`config.mk`:
```
export PLATFORM = sky130hd
export DESIGN_NAME = aes_inv_subshift_flat
export DESIGN_NICKNAME = d
export VERILOG_FILES = /design/src/rtl/aes_inv_subshift_if.sv /design/src/rtl/aes_inv_subshift.sv /design/src/flat_wrapper.sv
export SDC_FILE = /design/constraint.sdc
export NUM_CORES = 1
export LEC_CHECK = 0
export BUFFER_PORTS_ARGS = -buffer_cell sky130_fd_sc_hd__buf_4
export CAP_MARGIN = 20
export CORE_ASPECT_RATIO = 0.6
export CORE_MARGIN = 2
export CORE_UTILIZATION = 35
export DETAILED_ROUTE_END_ITERATION = 10
export GPL_TIMING_DRIVEN = 0
export HOLD_SLACK_MARGIN = 0.06
export PLACE_DENSITY = 0.68
export SETUP_SLACK_MARGIN = 0.3
export SYNTH_ARGS = -nofsm -noshare
export SYNTH_HDL_FRONTEND = slang
export SYNTH_SLANG_ARGS = --single-unit
```
`constraint.sdc`:
```
create_clock -name clk -period 1.9 [get_ports clk]
set_input_delay 0.38 -clock clk [delete_from_list [all_inputs] [get_ports clk]]
set_output_delay 0.38 -clock clk [all_outputs]
set_load 0.01 [all_outputs]
```
`src/rtl/aes_inv_subshift_if.sv`:
```
// Valid/ready channels of aes_inv_subshift: 128-bit state in, 128-bit result out.
interface aes_inv_subshift_if;
  logic         in_valid;
  logic         in_ready;
  logic [127:0] in_state;
  logic         out_valid;
  logic         out_ready;
  logic [127:0] out_state;

  modport master (
    output in_valid, in_state, out_ready,
    input  in_ready, out_valid, out_state
  );

  modport slave (
    input  in_valid, in_state, out_ready,
    output in_ready, out_valid, out_state
  );
endinterface

```
`src/rtl/aes_inv_subshift.sv`:
```
// AES decryption InvShiftRows + InvSubBytes stage; streams the four state columns
// through the shared aes_inv_sbox word engine in lock-step with its IDLE/READ0..READ3 loop.
module aes_inv_subshift #(
  parameter int SBOX_PERIOD = 5
) (
  input  logic              clk,
  input  logic              rst_n,
  aes_inv_subshift_if.slave bus,
  output logic [31:0]       sboxw,
  input  logic [31:0]       new_sboxw,
  output logic              busy
);
  localparam int              PH_W    = $clog2(SBOX_PERIOD);
  localparam logic [PH_W-1:0] PH_LAST = PH_W'(SBOX_PERIOD - 1);
  localparam logic [PH_W-1:0] PH_ZERO = {PH_W{1'b0}};
  localparam logic [PH_W-1:0] PH_ONE  = {{(PH_W-1){1'b0}}, 1'b1};

  // One-hot so the handshake flags come straight off state flops.
  typedef enum logic [3:0] {
    S_IDLE  = 4'b0001,
    S_ALIGN = 4'b0010,
    S_RUN   = 4'b0100,
    S_DONE  = 4'b1000
  } state_t;

  state_t          state_r, state_s;
  logic [PH_W-1:0] ph_r;
  logic [127:0]    buf_r;
  logic [127:0]    res_r;
  logic [1:0]      wi_r;
  logic [1:0]      cc_r;
  logic            first_r;  // set once the first S_RUN cycle (stale new_sboxw) has passed
  logic            accept_s;
  logic            wi_inc_s;
  logic            cap_s;

  function automatic logic [127:0] inv_shift_rows(input logic [127:0] s);
    logic [127:0] o;
    o = 128'd0;
    for (int c = 0; c < 4; c++) begin
      for (int r = 0; r < 4; r++) begin
        o[127 - 8*(4*c + r) -: 8] = s[127 - 8*(4*((c - r + 4) % 4) + r) -: 8];
      end
    end
    return o;
  endfunction

  // Next-state decode and datapath strobes
  always_comb begin
    state_s  = state_r;
    accept_s = 1'b0;
    wi_inc_s = 1'b0;
    cap_s    = 1'b0;
    case (state_r)
      S_IDLE: begin
        if (bus.in_valid) begin
          accept_s = 1'b1;
          state_s  = S_ALIGN;
        end else begin
          state_s  = S_IDLE;
        end
      end
      S_ALIGN: begin
        if (ph_r == PH_LAST) state_s = S_RUN;
        else                 state_s = S_ALIGN;
      end
      S_RUN: begin
        if (ph_r == PH_LAST && wi_r != 2'd3) wi_inc_s = 1'b1;
        else                                 wi_inc_s = 1'b0;
        if (ph_r == PH_ZERO && first_r) begin
          cap_s = 1'b1;
          if (cc_r == 2'd3) state_s = S_DONE;
          else              state_s = S_RUN;
        end else begin
          cap_s = 1'b0;
        end
      end
      S_DONE: begin
        if (bus.out_ready) state_s = S_IDLE;
        else               state_s = S_DONE;
      end
      default: state_s = S_IDLE;
    endcase
  end

  // Column wi of the shifted state drives the S-Box word bus
  always_comb begin
    sboxw = 32'd0;
    case (wi_r)
      2'd0:    sboxw = buf_r[127:96];
      2'd1:    sboxw = buf_r[95:64];
      2'd2:    sboxw = buf_r[63:32];
      2'd3:    sboxw = buf_r[31:0];
      default: sboxw = 32'd0;
    endcase
  end

  // Phase counter, FSM state and datapath registers
  always_ff @(posedge clk or negedge rst_n) begin
    if (!rst_n) begin
      ph_r    <= PH_ZERO;
      state_r <= S_IDLE;
      buf_r   <= 128'd0;
      res_r   <= 128'd0;
      wi_r    <= 2'd0;
      cc_r    <= 2'd0;
      first_r <= 1'b0;
    end else begin
      ph_r    <= (ph_r == PH_LAST) ? PH_ZERO : ph_r + PH_ONE;
      state_r <= state_s;
      if (accept_s) begin
        buf_r   <= inv_shift_rows(bus.in_state);
        wi_r    <= 2'd0;
        cc_r    <= 2'd0;
        first_r <= 1'b0;
      end else begin
        if (wi_inc_s) wi_r <= wi_r + 2'd1;
        if (state_r == S_RUN) first_r <= 1'b1;
        if (cap_s) begin
          res_r[{2'd3 - cc_r, 5'd0} +: 32] <= new_sboxw;
          cc_r <= cc_r + 2'd1;
        end
      end
    end
  end

  assign bus.in_ready  = state_r[0];
  assign bus.out_valid = state_r[3];
  assign bus.out_state = res_r;
  assign busy          = ~state_r[0];
endmodule

```
`src/flat_wrapper.sv`:
```
// flat-port wrapper written by rule: the top's interface ports become plain ports
module aes_inv_subshift_flat 
#(
  parameter int SBOX_PERIOD = 5
)
  (clk, rst_n, sboxw, new_sboxw, busy, bus_in_valid, bus_in_state, bus_out_ready, bus_in_ready, bus_out_valid, bus_out_state);
  aes_inv_subshift_if bus_i ();
  input  logic clk;
  input  logic rst_n;
  output logic [31:0] sboxw;
  input  logic [31:0] new_sboxw;
  output logic busy;
  input wire logic [$bits(bus_i.in_valid)-1:0] bus_in_valid;
  input wire logic [$bits(bus_i.in_state)-1:0] bus_in_state;
  input wire logic [$bits(bus_i.out_ready)-1:0] bus_out_ready;
  output wire logic [$bits(bus_i.in_ready)-1:0] bus_in_ready;
  output wire logic [$bits(bus_i.out_valid)-1:0] bus_out_valid;
  output wire logic [$bits(bus_i.out_state)-1:0] bus_out_state;
  assign bus_i.in_valid = bus_in_valid;
  assign bus_i.in_state = bus_in_state;
  assign bus_i.out_ready = bus_out_ready;
  assign bus_in_ready = bus_i.in_ready;
  assign bus_out_valid = bus_i.out_valid;
  assign bus_out_state = bus_i.out_state;
  aes_inv_subshift #(.SBOX_PERIOD(SBOX_PERIOD)) u_core (.clk(clk), .rst_n(rst_n), .bus(bus_i), .sboxw(sboxw), .new_sboxw(new_sboxw), .busy(busy));
endmodule
```
* After elaboration in Yosys (flattened, before gate mapping)
Index checks and enable logic that the tools add are counted.
** Word-level totals
- Bits in registers :: 268
- Output and inout bits :: 163
- Logic and storage cells :: 56
** Operators by class
- Add/sub/neg operators :: 5
- Equal/unequal tests :: 11
- Mux-type cells :: 21
- Bitwise operators :: 2
- Shift operators :: 2
- Reductions and logical operators :: 8
** Operators by type and width (count)
- bitwise mux 128 bit :: 1
- case mux 32 bit (4 select lines) :: 1
- variable shift 32 x 9 -> 128 bit (first input constant) :: 1
- variable part select 32 x 9 -> 128 bit :: 1
- case mux 4 bit (4 select lines) :: 1
- two-way mux 4 bit :: 3
- two-way mux 2 bit :: 5
- negator 7 -> 9 bit :: 1
- two-way mux 1 bit :: 8
- == test 2 bit (second input constant) :: 3
- two-way mux 3 bit :: 2
- nonzero test 2 bit :: 3
- adder 2 x 1 -> 2 bit (second input constant) :: 2
- == test 4 x 1 -> 1 bit (second input constant) :: 1
- == test 4 x 2 -> 1 bit (second input constant) :: 1
- == test 4 x 3 -> 1 bit (second input constant) :: 1
- == test 4 bit (second input constant) :: 1
- adder 3 x 1 -> 3 bit (second input constant) :: 1
- == test 3 bit (second input constant) :: 1
- zero test 3 bit :: 1
- == test 2 x 1 -> 1 bit (second input constant) :: 1
- logical AND 1 bit :: 2
- zero test 2 bit :: 1
- inequality test 2 x 1 -> 1 bit (second input constant) :: 1
- other kinds (4) :: 5

* Depth between registers and ports, before layout
Gate-level depths: netlist of run 1.
- Depth after elaboration :: 6
- Depth in mapped cells :: 8
- Depth with buffers taken out :: 6

* Worst setup path before layout of run 1
No wires, ideal clock.
- Kind :: reg2reg
- Start point :: register u_core.cc_r[0]
- End point :: register u_core.res_r[119], in the netlist u_core.bus.out_state[119]
- Stages on the path, launching flop included :: 8
- Buffers on the path :: 2
- Setup slack :: -0.165 ns
- Arrival time :: 1.982 ns
- Required time :: 1.817 ns
- Library setup time :: 0.083 ns
- Path through :: dfrtp_1 buf_2 inv_1 ha_1 nor4_2 buf_2 nand2_1 o21ai_0
** Between the ends
- Longest elaborated chain between the ends :: 4
** RTL lines
- start: declaration :: line aes_inv_subshift.sv:31 : logic [1:0] cc_r;
- start signal: assignment :: line aes_inv_subshift.sv:121 : cc_r <= cc_r + 2'd1;
- subtractor 2 bit (*) :: line aes_inv_subshift.sv:120 : res_r[{2'd3 - cc_r, 5'd0} +: 32] <= new_sboxw;
- negator 7 -> 9 bit (*) :: line aes_inv_subshift.sv:120
- variable part select 32 x 9 -> 128 bit or variable shift 32 x 9 -> 128 bit (tied branches) :: line aes_inv_subshift.sv:120
- bitwise mux 128 bit (*) :: line aes_inv_subshift.sv:120
- end signal: indexed assignment :: line aes_inv_subshift.sv:120
- end: declaration :: line aes_inv_subshift.sv:29 : logic [127:0] res_r;
Every way passes the cells marked *; elsewhere a longest branch is shown, timed or not.
A chain may end at the register's enable or synchronous reset.

* Worst setup path in the final report of run 1
- Start point :: register u_core.wi_r[1]
- End point :: output port sboxw[2]
** Between the ends
- Longest elaborated chain between the ends :: 2
** RTL lines
- start: declaration :: line aes_inv_subshift.sv:30 : logic [1:0] wi_r;
- start signal: assignment :: line aes_inv_subshift.sv:117 : if (wi_inc_s) wi_r <= wi_r + 2'd1;
- == test 2 bit (tied with other cells) :: line aes_inv_subshift.sv:89 : case (wi_r)
- case mux 32 bit (4 select lines) (*) :: line aes_inv_subshift.sv:89
- end: declaration :: line flat_wrapper.sv:10 : output logic [31:0] sboxw;
Marks and branches as above.

==> results.md, run 1 <==
- Status: complete, but fails checks
- Failing checks: hold timing, setup timing
- Final hold viol count: 57
- Initial antenna violation count: 2
- DP Worst Slack: -0.590 ns
- YS warnings: 0
- Initial Utilization: 35.7%
- Die area: 0.0335 sq mm
- Fin crit period: between 2 and 3 ns
- Least-Margin Pin Slew: 0.655 ns
- Setup ws final: -0.859 ns
- Die Ht: approximately 140 um
- Buffers on Ports: about 330
- Worst path arrival time: between 2 and 2.5 ns
- Fin. max-slew vios: 0
- H-tree depth: 1
- Core area: around 0.031 sq mm
- Util after Layout: between 60% and 70%
- Largest net degree at the start of global routing: 114
- Leading register cell type out of synthesis: dfrtp_1
- DRC violations left: 0
- Vias per cell: between 5 and 6
- CTS clk-pin slew, worst paths: 0.07 ns
- Routed Antenna Nets: 0
- Final WL: between 50,000 and 60,000 um
- Die X: 235 um
- Critical-path top delay cell: dfrtp_2
- Crit Path Category: register to output port
- FMAX: 362 MHz
- Cell repeated most along the worst path: buf_4
- CP top delay family: buffers and inverters
- WP data required: around 1.5 ns
- Unique masters post-synth: 31
- Crit-path max FO: 6
- Io pins: roughly 330
- Worst R2R Path Depth: 9
- Endpoints failing setup: about 130
- Syn_nets: around 1,200
- Fill count: about 2,000
- Crit start category: register
- Worst path cell trace: ha_4 -> buf_8 -> clkbuf_16 -> buf_4 -> buf_6 -> a222oi_1 -> mux2i_1 -> buf_4
- Fin nets: ~1,900
- Layout cells sized above 1: between 50% and 60%
- Initial drt markers: about 1,100
- Cell row count: 50
- Leakage: ~10 nW
- DR WL/cell: approximately 25 um
- Power per standard cell area: a little over 1000 mW/mm^2
- CTS tree: done
- Longest Clk Path Bufs: 3
- Crit share post-route: 145%
- WP buf/inv: 5
- Yosys top cell by area: dfrtp_1
- Max incr delay on CP: roughly 0.46 ns
- Gr ovfl total: 0
- Root Buffer: clkbuf_16
- Global-route wire length before repair: roughly 70,000 um
- CTS Sinks: around 270
- Post-DP HPWL: 27,700 um
- Placed cells: about 1,800
- Mapped cell area: 0.0112 sq mm
- RePlAce Congestion: 0.829
- RSZ-0062 raised after global routing: true
- HP Class: input pin to async pin
- Vias in the first global route: about 11,000
- Post-synth EDFFs: 0
- Synth area leaders: dfrtp_1, nand2_1, mux2_2
- Later-pin clock latency in the skew report: ~0.56 ns
- Min Hold Slack: -0.262 ns
- Total Routing Usage GR: a little over a quarter
- Slew headroom: between 50% and 60%
- #FFs+latches synth: between 200 and 300
- CTS Buf Count: 27
- DR vias: 11,454
- CP endpoint kind: output port
- Post-Syn Area per Cell: around 11 sq um
- First-pass detailed-route iteration total: 5
- Critical Path Stages: 8
- Clock Skew: around 0.018 ns
- Layout area overhead: 92.6%
- Asr flop ratio synth: between 90% and 100%
- Non-filler instance count after layout: 2,119
- Number of max-cap violations: 0
- Setup TNS: -27.13 ns
- Post-synth top area share: between 50% and 60%
- Worst vdd ir: between 0.7 and 0.8 mV
- Seq/Total Area, Yosys: approximately three fifths
- Synth Instances: roughly 1,000
==> area by class of cell <==
cell class                      instances  area [sq um]  area share [%]
Antenna cell                            2          5.00          0.0232
Buffer                                 70          1260            5.84
Clock buffer                           39           771            3.57
Clock inverter                          9           130           0.603
Inverter                               40           170           0.789
Multi-Input combinational cell        663          5960            27.6
Sequential cell                       268          6720            31.1
Tap cell                              416           520            2.41
Timing Repair Buffer                  612          6040            28.0
==> power by group <==
group          internal (mW)  switching, mW  total (mW)
Sequential              7.15          0.868        8.02
Clock                   3.23           2.46        5.68
Combinational           4.95           3.23        8.18
==> repair_timing <==
| action | CTS | global route |
|---|---|---|
| hold endpoints to repair | 182 | 59 |
| pin swaps | 109 | 141 |
| hold buffers | 125 | 2 |
| buffers inserted | 77 | 35 |
| endpoints found under the setup margin | 297 | 299 |
| gates resized for setup | 428 | 415 |
| gates cloned | 29 | 17 |
==> sequential cells by signal, indices dropped and copies added (netlist names) <==
register and count:
u_core.buf_r 128, u_core.state_r 4, u_core.bus.out_state 128, u_core.first_r 1
u_core.ph_r 3, u_core.cc_r 2, u_core.wi_r 2
==> metal layers <==
metal  share of wire [%]  routed length [um]  vias to the layer above  global-route usage [%]
met5                   0                   0                        -                       0
met1                  44               23000                     5836                    39.4
met3                 7.3                3810                      153                    4.73
li1                    -                   -                     4859                       -
met4                 4.4                2330                        0                    10.5
met2                  44               23300                      606                    39.0
==> synth_stat cells, types with 2 or more instances <==
cell	count
a21oi_1	2
a222oi_1	32
a31oi_1	3
buf_1	2
buf_2	19
clkbuf_1	49
dfrtp_1	267
ha_1	11
inv_1	40
mux2_2	97
mux2i_1	33
nand2_1	292
nand3_2	4
nor2_1	6
nor3_1	6
nor3b_1	2
o21ai_0	161
==> cells in the final DEF (no fill, tap or decap), types with 15 or more instances in the layout <==
| cell type | synthesis | final |
|---|---|---|
| mux2_4 | 0 | 96 |
| buf_8 | 0 | 28 |
| buf_16 | 0 | 15 |
| buf_12 | 0 | 46 |
| inv_1 | 40 | 36 |
| dfrtp_1 | 267 | 260 |
| buf_6 | 0 | 52 |
| a222oi_1 | 32 | 32 |
| dlygate4sd3_1 | 0 | 127 |
| nand2_2 | 0 | 69 |
| buf_4 | 0 | 366 |
| o21ai_1 | 0 | 56 |
| clkbuf_16 | 0 | 58 |
| mux2i_1 | 33 | 26 |
| o21ai_2 | 0 | 97 |
| nand2_1 | 292 | 133 |
| nand2_4 | 0 | 90 |
==> path summary, 6_finish.rpt <==
path | end | startpoint | slack (ns)
min in group clk | u_core.buf_r[22] | bus_in_state[54] | 0.08
max | sboxw[2] | u_core.wi_r[1] | -0.86
min | u_core.buf_r[60] | rst_n | -0.26
max reg2reg | u_core.bus.out_state[4] | u_core.state_r[3] | -0.08
max in group asynchronous | u_core.bus.out_state[111] | rst_n | 0.72
min reg2reg | u_core.bus.out_state[123] | u_core.bus.out_state[123] | 0.49
==> per-stage QoR <==
step           area, sq um  hold WS, ns  total power, mW
2_1_floorplan        11700       0.0844             10.6
3_3_place_gp         14600        0.448             12.4
3_5_place_dp         14700        0.329             12.5
4_1_cts              19500       -0.259             20.3
5_1_grt              21600       -0.236             22.6
6_report             21600       -0.262             21.9
==> cells by family (layout without fill, tap and decap cells) <==
logic type | count (synthesis) | after routing | synth area share, %
and+or+nand+nor | 319 | 320 | 11.6
DFF | 268 | 268 | 59.9
AOI/OAI and AO/OA | 201 | 201 | 10.6
muxes | 130 | 130 | 12.7
buffers and inverters | 110 | 770 | 3.90
adders and majority gates | 11 | 11 | 1.23
xor gates and xnor gates | 1 | 1 | 0.0782
other | 0 | 2 | 0
No activity file was read; power rests on OpenSTA's default activity.
==> run 2: changes to the inputs <==
Settings changed: CAP_MARGIN 20 to 5, RECOVER_POWER from default to 50, SETUP_SLACK_MARGIN 0.3 to default.
==> run 2 against run 1 <==
The flow finishes with violations (setup timing). Wire length shrank 26%. Via count shrank 12%. Design area shrank 21%. Sequential power shrank 2%. Worst setup slack gained 0.18 ns. Critical path depth shrank 3. Register-to-register slack gained 0.03 ns. Sequential share of layout area grew 8.4 points. Maximum frequency grew 6.9%. Count of clock-buffer cells in the layout shrank 5. First-iteration DRC count shrank 25%. Global-route usage shrank 4.0 points. Critical path type unchanged. Critical endpoint is now sboxw[7].
==> results.md, run 2 (synthesis gave the netlist of run 1 again) <==
- RSZ-0062 raised after global routing: true
- Most frequent cells in the layout: buf_4, nand2_1, dfrtp_1
- Cell row count: 50
- H-tree depth: 1
- Die area: 0.0335 sq mm
- Crit share post-route: 136%
- CP Launch Point: u_core.wi_r[1]
- Fin nets: about 1,700
- Die X: 235 um
- Worst vdd ir: between 0.6 and 0.7 mV
- Core area: between 0.03 and 0.04 sq mm
- Setup ws final: -0.681 ns
- Number of max-cap violations: 0
- CTS tree: done
- Commonest non-fill, non-tap cell in the layout: buf_4
- Slew headroom: under 10%
- Layout area overhead: 51.6%
- Endpoints failing setup: 160
- CTS clk-pin slew, worst paths: 0.06 ns
- Fin. max-slew vios: 0
- Later-pin clock latency in the skew report: about 0.55 ns
- Cell area after layout: 0.0170 sq mm
- Vias per cell: a little over 5
- WP buf/inv: 2
- Least-Margin Pin Slew: 1.39 ns
- HP Class: input pin to register
- Routed Antenna Nets: 0
- Post-DP HPWL: about 27,000 um
- Leakage: about 8 nW
- RePlAce Congestion: between 0.8 and 0.9
- Total Routing Usage GR: between 20 and 25%
- Failing checks: setup timing
- Worst path cell trace: ha_4 -> clkbuf_16 -> a222oi_1 -> mux2i_1 -> buf_4
- Initial antenna violation count: 1
- Buffers on Ports: ~330
- CTS Sinks: approximately 270
- Initial drt markers: about 840
- Max incr delay on CP: 0.49 ns
- Global-route wire length before repair: 59,400 um
- Worst path arrival time: ~2.2 ns
- Layout cells sized above 1: a little over a third
- Crit start category: register
- Crit-path max FO: 6
- R2R Path End: u_core.bus.out_state[59]
- Critical Path Stages: 5
- Flop2flop setup slack: -0.05 ns
- Critical-path top delay cell: a222oi_1
- Power per standard cell area: 1060 mW/mm^2
- End point of the critical path: sboxw[7]
- Final WL: about 39,000 um
- Longest Clk Path Bufs: 3
- Die Ht: 143 um
- Fill count: ~2,800
- CTS Buf Count: 27
- Dpl cell area: ~0.014 sq mm
- DRC violations left: 0
- Pwr Total: roughly 18 mW
- Initial Utilization: 35.7%
- Status: complete, but fails checks
- Reg-to-reg startpoint: u_core.ph_r[0]
- CP endpoint kind: output port
- Crit Path Category: register to output port
- Root Buffer: clkbuf_16
- DR WL/cell: approximately 20 um
- Vias in the first global route: 10,467
- First-pass detailed-route iteration total: 9
- Largest net degree at the start of global routing: approximately 110
- DR vias: 10,054
- Fin crit period: 2.58 ns
- Gr ovfl total: 0
- WP data required: 1.52 ns
- Io pins: 327
- Worst R2R Path Depth: 8
- FMAX: 387 MHz
- Clock Skew: 0.0139 ns
- CP top delay family: compound AO/OA/AOI/OAI gates
- Final hold viol count: 0
## run 2: changes by cell type in the layout (fill, tap and decap cells not counted), moves of 40 or more
cell / previous run / this run
nand2_1: 133 / 292
o21ai_0: 3 / 145
o21ai_2: 97 / 0
mux2_2: 1 / 97
mux2_4: 96 / 0
nand2_4: 90 / 0
nand2_2: 69 / 0
buf_4: 366 / 312
clkbuf_1: 7 / 56
buf_12: 46 / 2
o21ai_1: 56 / 16
## run 2: through the flow
stage	TNS, ns	cells	hold slack, ns	setup WS, ns	util [%]
final	-19.48	1989	0.0930	-0.681	54.2
after global routing	-93.90	1989	0.0708	-0.710	54.2
after CTS	-18.87	1977	0.0608	-0.668	54.2
after detailed placement	-91.45	1784	0.326	-0.655	45.6
after global placement	-564.60	1782	0.440	-1.87	45.4
after floorplan	-0.868	1040	0.0844	-0.0868	-
## run 2: worst reg2reg max path: cells and delay by family, from the launching register on
kind	cells	cell delay, ns
AO/OA/AOI/OAI	1	0.08
adder cells (fa/ha/maj)	1	0.19
buffers and inverters	3	0.48
flip-flops	1	0.39
AND/OR/NAND/NOR	3	0.68
## run 2: cell type report
cell class              count  area, sq um  share of cell area, %
clock inverters            15          191                   1.13
diodes                      1         2.50                 0.0147
well taps                 416          520                   3.06
plain buffers              64          598                   3.52
inverters                  40          155                  0.914
clock buffers              34          742                   4.37
multi-input cells         662         4210                   24.8
flip-flops and latches    268         6710                   39.5
repair buffers            489         3850                   22.7
## run 2: how the worst min path moves through the flow
stage / to / slack, ns / from / depth (start not counted)
CTS: u_core.buf_r[70] / 0.06 / bus_in_state[38] / 2
detailed placement: u_core.buf_r[25] / 0.33 / rst_n / 1
floorplan: u_core.buf_r[0] / 0.08 / rst_n / 0
finish: u_core.buf_r[70] / 0.09 / bus_in_state[38] / 2
global route: u_core.buf_r[70] / 0.07 / bus_in_state[38] / 2
global placement: u_core.ph_r[0] / 0.44 / u_core.ph_r[0] / 1
## run 2: what timing repair did
| action | CTS | global route |
|---|---|---|
| endpoints found under the setup margin | 278 | 214 |
| pin swaps | 26 | 13 |
| gates cloned | 1 | 0 |
| hold endpoints to repair | 174 | 0 |
| buffers inserted | 23 | 12 |
| hold buffers | 126 | 0 |
| resized for setup | 110 | 105 |
## run 2: layer usage
| metal | share of wire [%] | track usage [%] | vias to the layer above |
|---|---|---|---|
| met4 | 3.6 | 8.26 | 0 |
| li1 | - | - | 4575 |
| met1 | 46 | 33.0 | 5019 |
| met3 | 6.2 | 4.60 | 78 |
| met2 | 44 | 33.7 | 382 |
| met5 | 0 | 0 | - |
## run 2: power breakdown
group / switching, mW / leakage, nW / internal, mW
sequential: 0.739 / 2.79 / 7.15
combinational: 2.04 / 4.78 / 2.38
clock: 2.38 / 0.459 / 3.32
total: 5.16 / 8.02 / 12.8
==> run 3: changes to the inputs <==
Settings changed: PLACE_DENSITY 0.68 to 0.58.
Clock period 1.9 ns to 3.2 ns, I/O delays scaled along.
==> run 3 against run 2 <==
The flow now finishes without violations. Global-route usage down 0.97 points. Hold slack better by 0.21 ns. Clock power down 41%. Total power down 42%. Worst setup slack better by 0.83 ns. Critical path type unchanged. Largest power group unchanged.
==> results.md, run 3 (synthesis gave the netlist of run 1 again) <==
- Fin crit period: 3.05 ns
- Number of max-cap violations: 0
- Post-DP HPWL: about 27,000 um
- RePlAce Congestion: a little over 0.8
- Worst path arrival time: approximately 2.4 ns
- Dpl cell area: roughly 0.014 sq mm
- Clock Power Share: 32.3%
- Psw: 2.91 mW
- DRC violations left: 0
- Final hold viol count: 0
- Fin. max-slew vios: 0
- Slew headroom: less than 1%
- Later-pin clock latency in the skew report: 0.54 ns
- Power per standard cell area: slightly above 700 mW/mm^2
- Leakage: between 6 and 7 nW
- Fin nets: between 1,500 and 2,000
- First-pass detailed-route iteration total: 7
- Crit share post-route: around 95%
- RSZ-0062 raised after global routing: false
- Vias in the first global route: between 9,000 and 10,000
- FMAX: between 300 and 400 MHz
- Largest net degree at the start of global routing: roughly 120
- Core area: about 0.031 sq mm
- Final WL: ~37,000 um
- Crit start category: register
- Worst vdd ir: around 0.50 mV
- Die X: 235 um
- DR WL/cell: between 20 and 25 um
- Int Power: 7.45 mW
- Vias per cell: 4.98
- Sequential power share: 44.9%
- Root Buffer: clkbuf_16
- Switching Share: between 20% and 30%
- Logic pwr share: 22.8%
- Die Ht: 143 um
- Io pins: 327
- Initial Utilization: ~36%
- Setup TNS: 0 ns
- CTS clk-pin slew, worst paths: roughly 0.06 ns
- DR vias: between 9,000 and 10,000
- Setup bufs post-CTS: 0
- Commonest non-fill, non-tap cell in the layout: nand2_1
- Global-route wire length before repair: 56,100 um
- Crit Path Category: register to output port
- Initial antenna violation count: 3
- Fill count: just over 3,000
- CTS tree: done
- Cell area after layout: between 0.01 and 0.015 sq mm
- H-tree depth: 1
- Util after Layout: 46.8%
- Pwr Total: 10.4 mW
- Layout area overhead: 31.0%
- Routed Antenna Nets: 0
- Most frequent cells in the layout: nand2_1, dfrtp_1, buf_4
- Buffers on Ports: around 330
- Gr ovfl total: 0
- Die area: 0.0335 sq mm
- Cell row count: 50
- WP data required: 2.56 ns
- HP Class: input pin to register
- Endpoints failing setup: 0
- Initial drt markers: ~640
- CTS Sinks: roughly 270
- Clock Skew: between 0.01 and 0.015 ns
- Total Routing Usage GR: roughly 22%
- CP endpoint kind: output port
- Status: complete, no violations
- Least-Margin Pin Slew: ~1.5 ns
- CTS Buf Count: 27
- Longest Clk Path Bufs: 3
- Layout cells sized above 1: a little over a quarter
- Crit-path max FO: 10
## run 3: layout make-up
type / count / area [sq um] / share of cell area, %
Tap cell: 416 / 520 / 3.55
Antenna cell: 2 / 5.00 / 0.0341
Buffer: 70 / 292 / 1.99
Clock inverter: 12 / 164 / 1.12
Sequential cell: 268 / 6710 / 45.7
Inverter: 40 / 150 / 1.02
Multi-Input combinational cell: 662 / 4060 / 27.6
Clock buffer: 35 / 756 / 5.15
Timing Repair Buffer: 329 / 2020 / 13.8
## run 3: per-stage QoR
step	std cells	hold slack (ns)	worst slack (ns)
floorplan	1040	0.344	0.946
global placement	1782	0.455	-0.956
detailed placement	1784	0.451	0.371
CTS	1832	0.271	0.0415
global route	1834	0.278	0.00527
finish	1834	0.304	0.154
## run 3: per-layer routing
layer	track usage (%)	wire (um)	part of all wire (%)	vias to the layer above
met3	4.69	2130	5.8	52
met5	0	0	0	-
met1	32.9	17900	49	4554
li1	-	-	-	4259
met4	5.60	895	2.4	0
met2	31.6	15900	43	263
## run 3: repair_timing
action | in CTS | in global routing
gates cloned | 0 | 0
pin swaps | 1 | 1
hold buffers | 1 | 0
endpoints found under the setup margin | 30 | 14
gates resized for setup | 7 | 7
hold endpoints to repair | 56 | 0
## run 3: worst paths after layout
check / slack (ns) / cells after the start / startpoint / end
worst max-delay path: 0.15 / 6 / u_core.wi_r[1] / sboxw[13]
worst min register to register: 0.47 / 1 / u_core.ph_r[0] / u_core.ph_r[0]
worst min-delay path: 0.30 / 3 / bus_in_state[66] / u_core.buf_r[98]
worst max register to register: 0.37 / 7 / u_core.cc_r[0] / u_core.bus.out_state[121]
max in group asynchronous: 0.45 / 4 / rst_n / u_core.bus.out_state[85]
min in group asynchronous: 0.99 / 2 / rst_n / u_core.buf_r[56]
## run 3: worst max-delay path, cell delays in order (launching register included)
cell,delay (ns)
dfrtp_1,0.41
inv_1,0.09
ha_1,0.25
clkbuf_1,0.56
a222oi_1,0.18
mux2i_1,0.22
buf_4,0.16
## run 3: power groups by stage
| stage | combinational [mW] | clock (mW) | sequential, mW |
|---|---|---|---|
| after floorplan | 1.40 | 0 | 4.59 |
| after global placement | 2.36 | 0 | 4.68 |
| after detailed placement | 2.42 | 0 | 4.71 |
| after CTS | 2.43 | 3.43 | 4.65 |
| after global routing | 2.60 | 3.58 | 4.75 |
| final | 2.36 | 3.35 | 4.64 |
